$ cat config.mk
export PLATFORM = sky130hd
export DESIGN_NAME = rv32i_timer
export DESIGN_NICKNAME = d
export VERILOG_FILES = /design/src/rtl/rv32i_timer_pkg.sv /design/src/rtl/rv32i_timer_prescaler.sv /design/src/rtl/rv32i_timer.sv
export SDC_FILE = /design/constraint.sdc
export NUM_CORES = 1
export LEC_CHECK = 0
export ABC_AREA = 1
export BUFFER_PORTS_ARGS = -buffer_cell sky130_fd_sc_hd__clkbuf_2
export CELL_PAD_IN_SITES_DETAIL_PLACEMENT = 1
export CELL_PAD_IN_SITES_GLOBAL_PLACEMENT = 1
export CORE_ASPECT_RATIO = 1.5
export CORE_MARGIN = 2
export CORE_UTILIZATION = 35
export CTS_CLUSTER_DIAMETER = 80
export DETAILED_ROUTE_END_ITERATION = 8
export GPL_ROUTABILITY_DRIVEN = 0
export PLACE_DENSITY = 0.69
export SYNTH_ARGS = -nofsm -noshare
export SYNTH_HDL_FRONTEND = slang
export SYNTH_SLANG_ARGS = --single-unit
$ cat constraint.sdc
create_clock -name clk_i -period 2.1 [get_ports clk_i]
set_input_delay 0.21 -clock clk_i [delete_from_list [all_inputs] [get_ports clk_i]]
set_output_delay 0.21 -clock clk_i [all_outputs]
set_load 0.05 [all_outputs]
$ cat src/rtl/rv32i_timer_pkg.sv
// Shared constants for the rv32i machine timer: halfword register map,
// CTRL bit positions and reset values.
package rv32i_timer_pkg;

    localparam logic [3:0] TIMER_MTIME0   = 4'd0;
    localparam logic [3:0] TIMER_MTIME1   = 4'd1;
    localparam logic [3:0] TIMER_MTIME2   = 4'd2;
    localparam logic [3:0] TIMER_MTIME3   = 4'd3;
    localparam logic [3:0] TIMER_CMP0     = 4'd4;
    localparam logic [3:0] TIMER_CMP1     = 4'd5;
    localparam logic [3:0] TIMER_CMP2     = 4'd6;
    localparam logic [3:0] TIMER_CMP3     = 4'd7;
    localparam logic [3:0] TIMER_CTRL     = 4'd8;
    localparam logic [3:0] TIMER_PRESCALE = 4'd9;
    localparam logic [3:0] TIMER_RELOAD0  = 4'd10;
    localparam logic [3:0] TIMER_RELOAD1  = 4'd11;

    localparam int CTRL_EN  = 0;
    localparam int CTRL_AR  = 1;
    localparam int CTRL_IRQ = 2;

    localparam logic [63:0] MTIMECMP_RESET = 64'hFFFF_FFFF_FFFF_FFFF;

endpackage

$ cat src/rtl/rv32i_timer_prescaler.sv
// Prescaler for the machine timer: emits one tick every (compare_i + 1)
// enabled cycles; clear_i restarts the count.
module rv32i_timer_prescaler #(
    parameter int PRESCALE_BITS = 16
) (
    input  logic                     clk_i,
    input  logic                     reset_i,
    input  logic                     enable_i,
    input  logic                     clear_i,
    input  logic [PRESCALE_BITS-1:0] compare_i,
    output logic                     tick_o
);

    logic [PRESCALE_BITS-1:0] count;

    assign tick_o = enable_i && (count == compare_i);

    always_ff @(posedge clk_i) begin
        if (reset_i || clear_i) begin
            count <= '0;
        end else if (tick_o) begin
            count <= '0;
        end else if (enable_i) begin
            count <= count + PRESCALE_BITS'(1);
        end
    end

endmodule

$ cat src/rtl/rv32i_timer.sv
// Memory-mapped 64-bit mtime/mtimecmp timer over a 16-bit halfword port.
// Define RV32I_TIMER_AUTORELOAD_EN to build the periodic RELOAD feature.
module rv32i_timer
    import rv32i_timer_pkg::*;
#(
    parameter int PORT_LEN      = 16,
    parameter int ADDR_BITS     = 4,
    parameter int PRESCALE_BITS = 16
) (
    input  logic                 clk_i,
    input  logic                 reset_i,
    input  logic                 write_i,
    input  logic                 read_i,
    input  logic [ADDR_BITS-1:0] addr_i,
    input  logic [PORT_LEN-1:0]  data_i,
    output logic [PORT_LEN-1:0]  data_o,
    output logic                 irq_o
);

    logic [63:0] mtime;
    logic [63:0] mtimecmp;
    logic [47:0] staging_time;
    logic [47:0] staging_cmp;
    logic [47:0] shadow_time;
    logic [47:0] shadow_cmp;
    logic [PRESCALE_BITS-1:0] prescale;
    logic [PORT_LEN-1:0] rdata;
    logic [PORT_LEN-1:0] ctrl_word;
    logic [3:0] idx;
    logic enable;
    logic irq_pending;
    logic tick;
    logic wr_prescale;
    logic commit_time;
    logic commit_cmp;
    logic autoreload;
    logic [31:0] reload;
    logic reload_fire;

    assign idx         = 4'(addr_i);
    assign wr_prescale = write_i && (idx == TIMER_PRESCALE);
    assign commit_time = write_i && (idx == TIMER_MTIME3);
    assign commit_cmp  = write_i && (idx == TIMER_CMP3);
    assign irq_o       = irq_pending;

`ifdef RV32I_TIMER_AUTORELOAD_EN
    assign reload_fire = enable && autoreload && (reload != '0)
                         && (mtime >= mtimecmp);

    always_ff @(posedge clk_i) begin
        if (reset_i) begin
            autoreload <= 1'b0;
            reload     <= '0;
        end else if (write_i) begin
            if (idx == TIMER_CTRL)    autoreload    <= data_i[CTRL_AR];
            if (idx == TIMER_RELOAD0) reload[15:0]  <= data_i;
            if (idx == TIMER_RELOAD1) reload[31:16] <= data_i;
        end
    end
`else
    assign autoreload  = 1'b0;
    assign reload      = '0;
    assign reload_fire = 1'b0;
`endif

    rv32i_timer_prescaler #(
        .PRESCALE_BITS(PRESCALE_BITS)
    ) u_prescaler (
        .clk_i    (clk_i),
        .reset_i  (reset_i),
        .enable_i (enable),
        .clear_i  (wr_prescale),
        .compare_i(prescale),
        .tick_o   (tick)
    );

    always_comb begin
        ctrl_word           = '0;
        ctrl_word[CTRL_EN]  = enable;
        ctrl_word[CTRL_AR]  = autoreload;
        ctrl_word[CTRL_IRQ] = irq_pending;
    end

    // Upper halves come from the shadow captured by the index-0/4 read.
    always_comb begin
        rdata = '0;
        case (idx)
            TIMER_MTIME0:   rdata = mtime[15:0];
            TIMER_MTIME1:   rdata = shadow_time[15:0];
            TIMER_MTIME2:   rdata = shadow_time[31:16];
            TIMER_MTIME3:   rdata = shadow_time[47:32];
            TIMER_CMP0:     rdata = mtimecmp[15:0];
            TIMER_CMP1:     rdata = shadow_cmp[15:0];
            TIMER_CMP2:     rdata = shadow_cmp[31:16];
            TIMER_CMP3:     rdata = shadow_cmp[47:32];
            TIMER_CTRL:     rdata = ctrl_word;
            TIMER_PRESCALE: rdata = PORT_LEN'(prescale);
            TIMER_RELOAD0:  rdata = reload[15:0];
            TIMER_RELOAD1:  rdata = reload[31:16];
            default:        rdata = '0;
        endcase
    end

    always_ff @(posedge clk_i) begin
        if (reset_i) begin
            mtime        <= '0;
            mtimecmp     <= MTIMECMP_RESET;
            staging_time <= '0;
            staging_cmp  <= '0;
            shadow_time  <= '0;
            shadow_cmp   <= '0;
            prescale     <= '0;
            enable       <= 1'b0;
            irq_pending  <= 1'b0;
            data_o       <= '0;
        end else begin
            if (read_i) begin
                data_o <= rdata;
                if (idx == TIMER_MTIME0) shadow_time <= mtime[63:16];
                if (idx == TIMER_CMP0)   shadow_cmp  <= mtimecmp[63:16];
            end

            irq_pending <= enable && (mtime >= mtimecmp);

            if (commit_time)  mtime <= {data_i, staging_time};
            else if (tick)    mtime <= mtime + 64'd1;

            if (commit_cmp)       mtimecmp <= {data_i, staging_cmp};
            else if (reload_fire) mtimecmp <= mtimecmp + {32'd0, reload};

            if (write_i) begin
                case (idx)
                    TIMER_MTIME0:   staging_time[15:0]  <= data_i;
                    TIMER_MTIME1:   staging_time[31:16] <= data_i;
                    TIMER_MTIME2:   staging_time[47:32] <= data_i;
                    TIMER_CMP0:     staging_cmp[15:0]   <= data_i;
                    TIMER_CMP1:     staging_cmp[31:16]  <= data_i;
                    TIMER_CMP2:     staging_cmp[47:32]  <= data_i;
                    TIMER_CTRL:     enable   <= data_i[CTRL_EN];
                    TIMER_PRESCALE: prescale <= data_i[PRESCALE_BITS-1:0];
                    default: ;
                endcase
            end
        end
    end

endmodule

==> impl_results.md, run 1 <==
* Status: completed
* Core box area at 53,870 um^2
* Slew HR at 48.32%
* WP data arrival at 2.51 ns
* Slew Viols, Final at 0
* Layout Area Growth over Synthesis at 17.12%
* Die Span Y at 290.2 um
* Crit-path most repeated cell: nand2_1
* Post-Syn Area at 19,110 um^2
* Port bufs at 40
* Max-cap violations at 0
* Pin count of the biggest net entering global routing at 99
* Fraction of layout instances using a drive strength above 1 at 13.22%
* Placed Area at 20,990 um^2
* Drt initial violations at 1,254
* Worst path max stage delay at 0.52 ns
* TritonRoute pass-1 iters at 5
* Initial Utilization at 35.47%
* Crit path max-delay family: simple AND/OR/NAND/NOR gates
* Num CTS Buffers at 40
* Final hold vios at 0
* Syn nets at 2,921
* Worst-case clock buffer depth at 3
* FF+latch count, synth at 370
* Cell area after layout at 22,380 um^2
* CP endpoint kind: flop
* Warnings, synthesis at 0
* Maximum clock rate at 494.0 MHz
* Routed wire length at 88,480 um
* Die Area at 56,520 um^2
* Netlist cell types at 40
* Post-layout min period at 2.024 ns
* Worst setup SP type: flop
* Num rows at 104
* Worst Hold Class: in -> reg
* Syn Area/Cell at 6.750 um^2
* H-tree Lvls at 2
* Power Total at 15.38 mW
* Remaining global-route overflow at 0
* Clock sink count at 370
* Initial antenna violation count at 4
* Post-CTS setup repair buffer count at 0
* Synth Instances at 2,831
* Chip width at 194.8 um
* Number of global-route vias before repair at 21,080
* CTS tree: built
* Total number of vias at 20,300
* Final worst path period share at 96.39%
* Worst-Margin Slew at 0.7752 ns
* Vias per cell at 5.565
* Final ANT Viol Nets at 0
* Buf/Inv on CP at 1
* Root Driver: clkbuf_16
* Sequential cell area fraction in the yosys report at 38.76%
* Worst path cell trace: nand2_1 > buf_4 > nor2_1 > nand2_1 > nor2_1 > nand3_1 > xnor2_1 > nand2_1 > a21oi_1
* Critical Path RT at 2.58 ns
* CP max stage cell: dfxtp_1
* Skew-Pair Late Insertion Delay at 0.57 ns
* First-pass GRT wire length at 131,100 um
* Clk pin slew, worst setup/hold paths at 0.06 ns
* Skew final at 0.02644 ns
* Fin Setup TNS at 0 ns
* Pleak at 9.144 nW
* Async SR Flop Fraction at 0%
* Max FO, Critical Path at 6
* DRC violations left at 0
* VDD IR max at 0.5149 mV
* # fillers at 6,955
* Gr usage total at 30.75%
* Avg WL per Cell at 24.25 um
* P per Cell Area at 687.1 nW/um^2
* WS Path Type: reg -> reg
* Final #Nets at 3,019
* Number of flops mapped to enable cells by yosys at 0
* Main synth FF type: dfxtp_1
* Placed wire-length estimate at 64,630 um
* I/O pin count at 41
* Final setup violating endpoints at 0
## layer usage
metal | share of wire [%] | global-route usage (%) | routed length (um)
met1 | 38 | 34.95 | 33870
met2 | 48 | 52.64 | 42570
met3 | 5.2 | 4.224 | 4558
met4 | 8.4 | 22.51 | 7463
met5 | 0.017 | 0 | 15
## worst min-delay path, delay by kind of cell
family | cells | cell delay, ns
buffers and inverters | 1 | 0.14
AO/OA/AOI/OAI | 1 | 0.07
AND/OR/NAND/NOR | 2 | 0.20
## kinds of logic after synthesis
group / count (synthesis) / share of synthesized area, %
DFF: 370 / 38.76
xor gates and xnor gates: 34 / 1.558
adders and majority gates: 66 / 4.322
and+or+nand+nor: 1395 / 31.08
AOI/OAI and AO/OA: 554 / 15.73
buffers and inverters: 412 / 8.545
## synth_stat cells (12+ instances only)
cell,count,share of area [%]
a21oi_1,333,8.7
buf_2,48,1.3
clkbuf_1,101,2.0
dfxtp_1,370,39
ha_1,66,4.3
inv_1,233,4.6
inv_2,18,0.35
nand2_1,852,17
nand2_2,18,0.59
nand3_1,227,5.9
nand3b_1,14,0.55
nand4_1,20,0.65
nor2_1,206,4.0
nor2_2,21,0.69
o211ai_1,65,2.6
o21ai_0,106,2.8
o22ai_1,29,0.95
xnor2_1,12,0.55
xor2_1,22,1.0
## stage by stage
| step | instances | hold slack, ns | setup slack [ns] | utilization (%) |
|---|---|---|---|---|
| after global routing | 3647 | 0.1415 | -0.03411 | 41.54 |
| after global placement | 3575 | 0.4325 | -0.05272 | 38.96 |
| after floorplan | 2831 | 0.4240 | 0.3928 | - |
| after detailed placement | 3575 | 0.4385 | -0.09445 | 38.96 |
| final | 3648 | 0.1116 | 0.07588 | 41.54 |
| after CTS | 3647 | 0.09360 | 0.001690 | 41.37 |
## flip-flops by register name (all words and copies together), names as in the netlist, 16 cells and up
signal,flops
shadow_time,48
mtimecmp,64
prescale,16
mtime,64
data_o,16
u_prescaler.count,16
staging_cmp,48
shadow_cmp,48
staging_time,48
## where the power goes
| group | internal, mW | switching, mW | total (mW) |
|---|---|---|---|
| Clock | 4.10 | 3.12 | 7.22 |
| Sequential | 7.12 | 0.0540 | 7.17 |
| Combinational | 0.221 | 0.764 | 0.985 |
## final timing paths
path,startpoint,depth (start not counted),endpoint,slack (ns)
worst max-delay path,mtime[28],9,mtime[40],0.08
worst min-delay path,addr_i[2],4,enable,0.11
worst max register to register,mtime[28],9,mtime[40],0.08
worst min register to register,shadow_time[33],2,shadow_time[33],0.45
## timing repair
| item | CTS | global route |
|---|---|---|
| pin swaps | 0 | 2 |
| gates resized for setup | 3 | 34 |
| hold buffers | 1 | 0 |
| endpoints found under the setup margin | 3 | 32 |
| hold endpoints to repair | 1 | 0 |
## layout make-up
| type | instances | area [um^2] | area share (%) |
|---|---|---|---|
| tap | 689 | 862.1 | 3.852 |
| antenna | 1 | 2.502 | 0.01118 |
| sequential | 370 | 7431 | 33.20 |
| inverter | 252 | 950.9 | 4.249 |
| timing repair buffer | 216 | 1695 | 7.575 |
| multi-input combinational | 2049 | 10150 | 45.36 |
| clock inverter | 11 | 118.9 | 0.5311 |
| clock buffer | 60 | 1167 | 5.216 |
## cells in the final DEF (no fill, tap or decap), drive strengths merged, types with 65 or more instances in the layout
cell    count
a21oi     335
buf       177
clkbuf     98
dfxtp     370
ha         66
inv       253
nand2     872
nand3     232
nor2      240
o211ai     65
o21ai     116
Note: power is estimated with default switching activity, not from simulation.
==> run 2: changes to the inputs <==
SYNTH_HIERARCHICAL = 1   (was unset)
==> run 2 against run 1 <==
  * The flow now finishes with violations (setup timing)
  * Global-route usage decreased by 1.2 points
  * Critical endpoint is now mtime[37]
  * Maximum frequency decreased by 4.3%
  * Register-to-register slack got worse by 0.09 ns
  * Combinational power about the same
  * Area after synthesis decreased by 3.1%
==> impl_results.md, run 2 <==
* Reg power frac at 47.3%
* Post-synth top area share at 39.99%
* Warnings, synthesis at 6
* Met2 WL at 40,060 um
* Die Span Y at 285.7 um
* Die Area at 54,810 um^2
* Hold Startpoint: addr_i[2]
* Maximum clock rate at 472.7 MHz
* TritonRoute pass-1 iters at 5
* Synth Area in XOR/XNOR at 2.365%
* Pin count of the biggest net entering global routing at 161
* WS Path Type: reg -> reg
* I/O pin count at 41
* CP endpoint kind: flop
* Syn Area/Cell at 6.887 um^2
* Slew HR at 44.74%
* Highest routed metal layer: met4
* Pint at 11.38 mW
* Most frequent cells in the layout: nand2_1 (657), dfxtp_1 (334), a21oi_1 (311)
* Syn nets at 2,779
* Area leader, netlist: dfxtp_1
* R2R Setup Slk at -0.02 ns
* Synth Instances at 2,689
* Critical path depth at 17
* Largest family of logic cells by synthesized area: simple AND/OR/NAND/NOR gates
* Worst r2r src: u_prescaler/count[5]
* Final ANT Viol Nets at 0
* Failing checks: setup timing
* Final worst path period share at 100.7%
* Multi-input logic area at 9398 um^2
* Clk pin slew, worst setup/hold paths at 0.07 ns
* Sequential cell area at 7457 um^2
* Port bufs at 40
* Gr usage total at 29.52%
* Max-cap violations at 0
* Critical Path RT at 2.48 ns
* Commonest non-fill, non-tap cell in the layout: nand2_1
* # fillers at 6,646
* Core box area at 52,450 um^2
* Fin Setup TNS at -0.03169 ns
* Netlist cell types at 40
* Worst-case clock buffer depth at 3
* VDD IR max at 0.4946 mV
* Met3 WL at 3420 um
* Num CTS Buffers at 39
* Biggest regs: mtime (64), mtimecmp (64)
* Clock sink count at 370
* Crit-path most repeated cell: buf_12
* Main synth FF type: dfxtp_1
* Remaining global-route overflow at 0
* Chip width at 191.8 um
* Worst Hold Class: in -> reg
* Switching share of power at 25.11%
* Reg2reg path depth at 17
* Initial antenna violation count at 0
* Simple-gate share of the synthesized area at 24.65%
* Status: complete, but fails checks
* P per Cell Area at 689.0 nW/um^2
* Number of global-route vias before repair at 19,760
* Unrepaired setup endpoints after global routing: yes
* Routed wire length at 82,120 um
* Worst Hold Depth at 4
* Skew final at 0.02813 ns
* H-tree Lvls at 2
* M1 WL at 30,110 um
* Dpl ws at -0.05529 ns
* Max FO, Critical Path at 6
* Skew-Pair Late Insertion Delay at 0.56 ns
* Synth Area in Adders at 4.459%
* First-pass GRT wire length at 120,700 um
* Number of flops mapped to enable cells by yosys at 0
* Async SR Flop Fraction at 0%
* Worst-Margin Slew at 0.8290 ns
* CP max stage cell: dfxtp_2
* WP data arrival at 2.50 ns
* Worst path max stage delay at 0.36 ns
* Placed wire-length estimate at 60,290 um
* Mux share of post-synthesis cell area at 0%
* Pleak at 8.732 nW
* Gate power share at 6.6%
* Switching pwr at 3.815 mW
* Worst path cell trace: inv_2 > nand2_2 > nand2_1 > nor2_1 > nand4_1 > nor2_2 > nand2_1 > nor2_2 > buf_6 > inv_4 > nand2_4 > buf_12 > buf_12 > buf_12 > o22ai_2 > inv_1 > a21oi_1
* Final setup violating endpoints at 3
* Worst Slack Setup Final at -0.01538 ns
* Most frequent cells after synthesis: nand2_1 (665), dfxtp_1 (370), a21oi_1 (312), inv_1 (296), nor2_1 (242)
* R2R Path End: mtime[37]
* Total number of vias at 19,070
* Leading post-synthesis cells by cell area: dfxtp_1 (40%), nand2_1 (13%), a21oi_1 (8.4%)
* Layout Area Growth over Synthesis at 19.06%
* Post-Syn Area at 18,520 um^2
* Crit path max-delay family: simple AND/OR/NAND/NOR gates
* Count leader, synth: nand2_1
* Slew Viols, Final at 0
* FF+latch count, synth at 370
* Number of diodes at 0
* Avg WL per Cell at 23.41 um
* Buf/Inv on CP at 7
* CTS tree: built
* Final hold vios at 0
* Num rows at 103
* Fraction of layout instances using a drive strength above 1 at 13.55%
* DRC violations left at 0
* Clock power share at 46.1%
* Drt initial violations at 1,154
* Final #Nets at 2,889
* Post-layout min period at 2.115 ns
* Hold Crit Endpoint: enable
* Initial Utilization at 35.31%
* Power Total at 15.19 mW
* Synth Area in Compound Gates at 18.58%
* Root Driver: clkbuf_16
* Vias per cell at 5.435
* Sequential cell area fraction in the yosys report at 39.99%
* Worst setup SP type: flop
## run 2: changes by cell type in the layout (fill, tap and decap cells not counted), sizes merged, moves of 5 or more
cell / before / now
a21oi: 335 / 312
a31oi: 0 / 25
inv: 253 / 306
nand2: 872 / 672
nand3: 232 / 159
nand3b: 14 / 2
nand4: 20 / 15
nor2: 240 / 252
nor3: 8 / 14
o21ai: 116 / 159
o22ai: 29 / 55
xor2: 22 / 38
## run 2: area by class of cell
| type | count | area share, % |
|---|---|---|
| inverter | 306 | 5.311 |
| sequential | 370 | 33.82 |
| tap | 682 | 3.870 |
| multi-input combinational | 1863 | 42.62 |
| timing repair buffer | 219 | 8.670 |
| clock buffer | 55 | 5.107 |
| clock inverter | 13 | 0.6015 |
## run 2: cells by family (layout without fill, tap and decap cells)
family | Yosys count | after routing
AOI/OAI and AO/OA | 628 | 628
xor gates and xnor gates | 50 | 50
adders and majority gates | 66 | 66
buffers and inverters | 456 | 593
DFF | 370 | 370
and+or+nand+nor | 1119 | 1119
## run 2: through the flow
stage | instance area, um^2 | hold WS [ns] | utilization, % | cells
floorplan | 18520 | 0.4237 | - | 2689
global placement | 20450 | 0.4314 | 38.99 | 3429
detailed placement | 20450 | 0.4465 | 38.99 | 3429
CTS | 21750 | 0.07100 | 41.46 | 3498
global route | 22050 | 0.1359 | 42.04 | 3508
finish | 22050 | 0.08243 | 42.04 | 3508
## run 2: worst max-delay path by stage
| stage | startpoint | to |
|---|---|---|
| after global placement | mtime[13] | mtime[50] |
| final | u_prescaler/count[5] | mtime[37] |
| after floorplan | u_prescaler/count[5] | mtime[62] |
| after global routing | u_prescaler/count[5] | mtime[21] |
| after CTS | prescale[1] | mtime[50] |
| after detailed placement | mtime[13] | mtime[50] |
## run 2: tightest hold or removal path, cell delays in order
cell and delay (ns):
clkbuf_2 0.12, nor2_1 0.09, nand3_1 0.09, a21oi_1 0.06
## run 2: routing by layer
metal	track usage, %	vias up
met1	31.40	9245
met2	50.52	556
li1	-	8981
met5	0	-
met4	26.54	0
met3	3.889	285
## run 2: timing repair
action                                 CTS  global route
setup endpoints to repair               23            63
hold buffers                             1             0
buffers inserted                         0             9
cloned                                   0             1
endpoints found under the hold margin   14             0
pin swaps                                1            13
resized for setup                       17            91
## run 2: power by group through the flow
| stage | registers [mW] | logic (mW) | clock network, mW |
|---|---|---|---|
| 6_report | 7.19 | 1.00 | 7.01 |
| 3_5_place_dp | 7.34 | 0.953 | 0 |
| 2_1_floorplan | 7.34 | 0.503 | 0 |
| 3_3_place_gp | 7.34 | 0.933 | 0 |
| 4_1_cts | 7.19 | 0.960 | 7.14 |
| 5_1_grt | 7.19 | 1.06 | 7.40 |
==> run 3: changes to the inputs <==
RECOVER_POWER = 100   (was unset)
==> run 3 against run 2 <==
  * The flow still finishes with violations (setup timing)
  * Clock power barely moved
  * Maximum frequency down 0.82%
  * Flip-flop and latch count did not move
  * Combinational power barely moved
  * Clock-buffer cell count stayed put
  * Clock skew up 0.00055 ns
  * Die area is the same
  * Worst hold slack gained 0.049 ns
  * Sequential power barely moved
  * Final cell count did not move
  * Register-to-register slack worse by 0.02 ns
  * Critical endpoint unchanged
  * Largest power group unchanged
  * Highest routed layer unchanged
==> impl_results.md, run 3 (synthesized netlist as in run 2, its figures left out) <==
* Status: complete, but fails checks
* Failing checks: setup timing
* Skew-Pair Late Insertion Delay at 0.56 ns
* Non-Filler Instances at 3,508
* TritonRoute pass-1 iters at 6
* Final #Nets at 2,889
* Pin count of the biggest net entering global routing at 161
* Num rows at 103
* Initial Utilization at 35.31%
* Worst-Margin Slew at 1.043 ns
* Die Span Y at 285.7 um
* Initial antenna violation count at 0
* Avg WL per Cell at 23.44 um
* Most frequent cells in the layout: nand2_1 (658), dfxtp_1 (334), a21oi_1 (311)
* Max FO, Critical Path at 6
* Number of global-route vias before repair at 19,760
* Fin Setup TNS at -0.08883 ns
* Total number of vias at 19,130
* P per Cell Area at 690.9 nW/um^2
* Chip width at 191.8 um
* CTS tree: built
* Pleak at 8.695 nW
* Met3 WL at 3579 um
* Final worst path period share at 101.6%
* Core box area at 52,450 um^2
* Root Driver: clkbuf_16
* Final hold vios at 0
* Placed wire-length estimate at 60,290 um
* VDD IR max at 0.4969 mV
* WP data arrival at 2.51 ns
* Worst Slack Setup Final at -0.03291 ns
* Slew HR at 30.22%
* CP endpoint kind: flop
* Worst-case clock buffer depth at 3
* DRC violations left at 0
* Num CTS Buffers at 39
* Unrepaired setup endpoints after global routing: yes
* CP max stage cell: dfxtp_2
* Drt initial violations at 1,174
* Remaining global-route overflow at 0
* Commonest non-fill, non-tap cell in the layout: nand2_1
* H-tree Lvls at 2
* Clk pin slew, worst setup/hold paths at 0.07 ns
* Dpl ws at -0.05529 ns
* # placed instances at 3,429
* Power Total at 15.18 mW
* Routed wire length at 82,230 um
* Crit path max-delay family: simple AND/OR/NAND/NOR gates
* Gr usage total at 29.52%
* Worst Hold Class: in -> reg
* Critical Path RT at 2.48 ns
* M1 WL at 30,000 um
* Die Area at 54,810 um^2
* Crit-path most repeated cell: buf_12
* Slew Viols, Final at 0
* Maximum clock rate at 468.8 MHz
* First-pass GRT wire length at 120,700 um
* Final setup violating endpoints at 4
* Number of diodes at 0
* Skew final at 0.02868 ns
* Port bufs at 40
* Worst setup SP type: flop
* WS Path Type: reg -> reg
* Fraction of layout instances using a drive strength above 1 at 13.16%
* I/O pin count at 41
* Worst path cell trace: inv_2 > nand2_2 > nand2_1 > nor2_1 > nand4_1 > nor2_2 > nand2_1 > nor2_2 > buf_6 > inv_4 > nand2_4 > buf_12 > buf_12 > buf_12 > o22ai_2 > inv_1 > a21oi_1
* Post-layout min period at 2.133 ns
* Fin util at 41.90%
* Final ANT Viol Nets at 0
* Max-cap violations at 0
* Buf/Inv on CP at 7
* Met2 WL at 40,040 um
* Highest routed metal layer: met4
* Layout Area Growth over Synthesis at 18.66%
* Biggest regs: mtime (64), mtimecmp (64)
* Vias per cell at 5.453
* Clock sink count at 370
* Worst path max stage delay at 0.36 ns
-- run 3: cell count changes in the layout (fill, tap and decap cells not counted), sizes merged --
cell / change
clkbuf: +9
buf: -9
-- run 3: path summary, 6_finish.rpt --
path	end	start	slack, ns	cells past startpoint
setup / recovery	mtime[37]	u_prescaler/count[5]	-0.03	17
hold / removal	staging_cmp[45]	write_i	0.13	3
setup reg to reg	mtime[37]	u_prescaler/count[5]	-0.03	17
hold reg to reg	shadow_time[14]	shadow_time[14]	0.46	2
-- run 3: layout make-up --
cell class                 instances  area (um^2)
inverter                         306         1171
fill                            6654        30480
timing repair buffer             219         1858
clock inverter                    13        132.6
clock buffer                      55         1126
multi-input combinational       1863         9378
sequential                       370         7457
tap                              682        853.3
-- run 3: routing by layer --
layer / vias up / global-route usage (%)
li1: 8979 / -
met1: 9296 / 31.40
met2: 568 / 50.52
met3: 285 / 3.889
met4: 0 / 26.54
met5: - / 0
-- run 3: stage by stage --
stage	area (um^2)	hold WS, ns
2_1_floorplan	18520	0.4237
3_3_place_gp	20450	0.4314
3_5_place_dp	20450	0.4465
4_1_cts	21750	0.07100
5_1_grt	21980	0.1359
6_report	21980	0.1316
-- run 3: power by group --
part | internal [mW] | switching (mW)
Combinational | 0.253 | 0.736
Sequential | 7.12 | 0.0624
Clock | 3.99 | 3.02
Total | 11.4 | 3.81
-- run 3: what timing repair did --
action	CTS	global route
gates cloned	0	1
buffers inserted	0	9
endpoints found under the setup margin	23	63
pin swaps	1	13
hold endpoints to repair	14	0
gates resized for setup	17	91
hold buffers	1	0
-- run 3: tightest hold or removal path, cell delays in order --
cell and delay (ns):
buf_4 0.23, nand3_1 0.13, a21oi_1 0.06
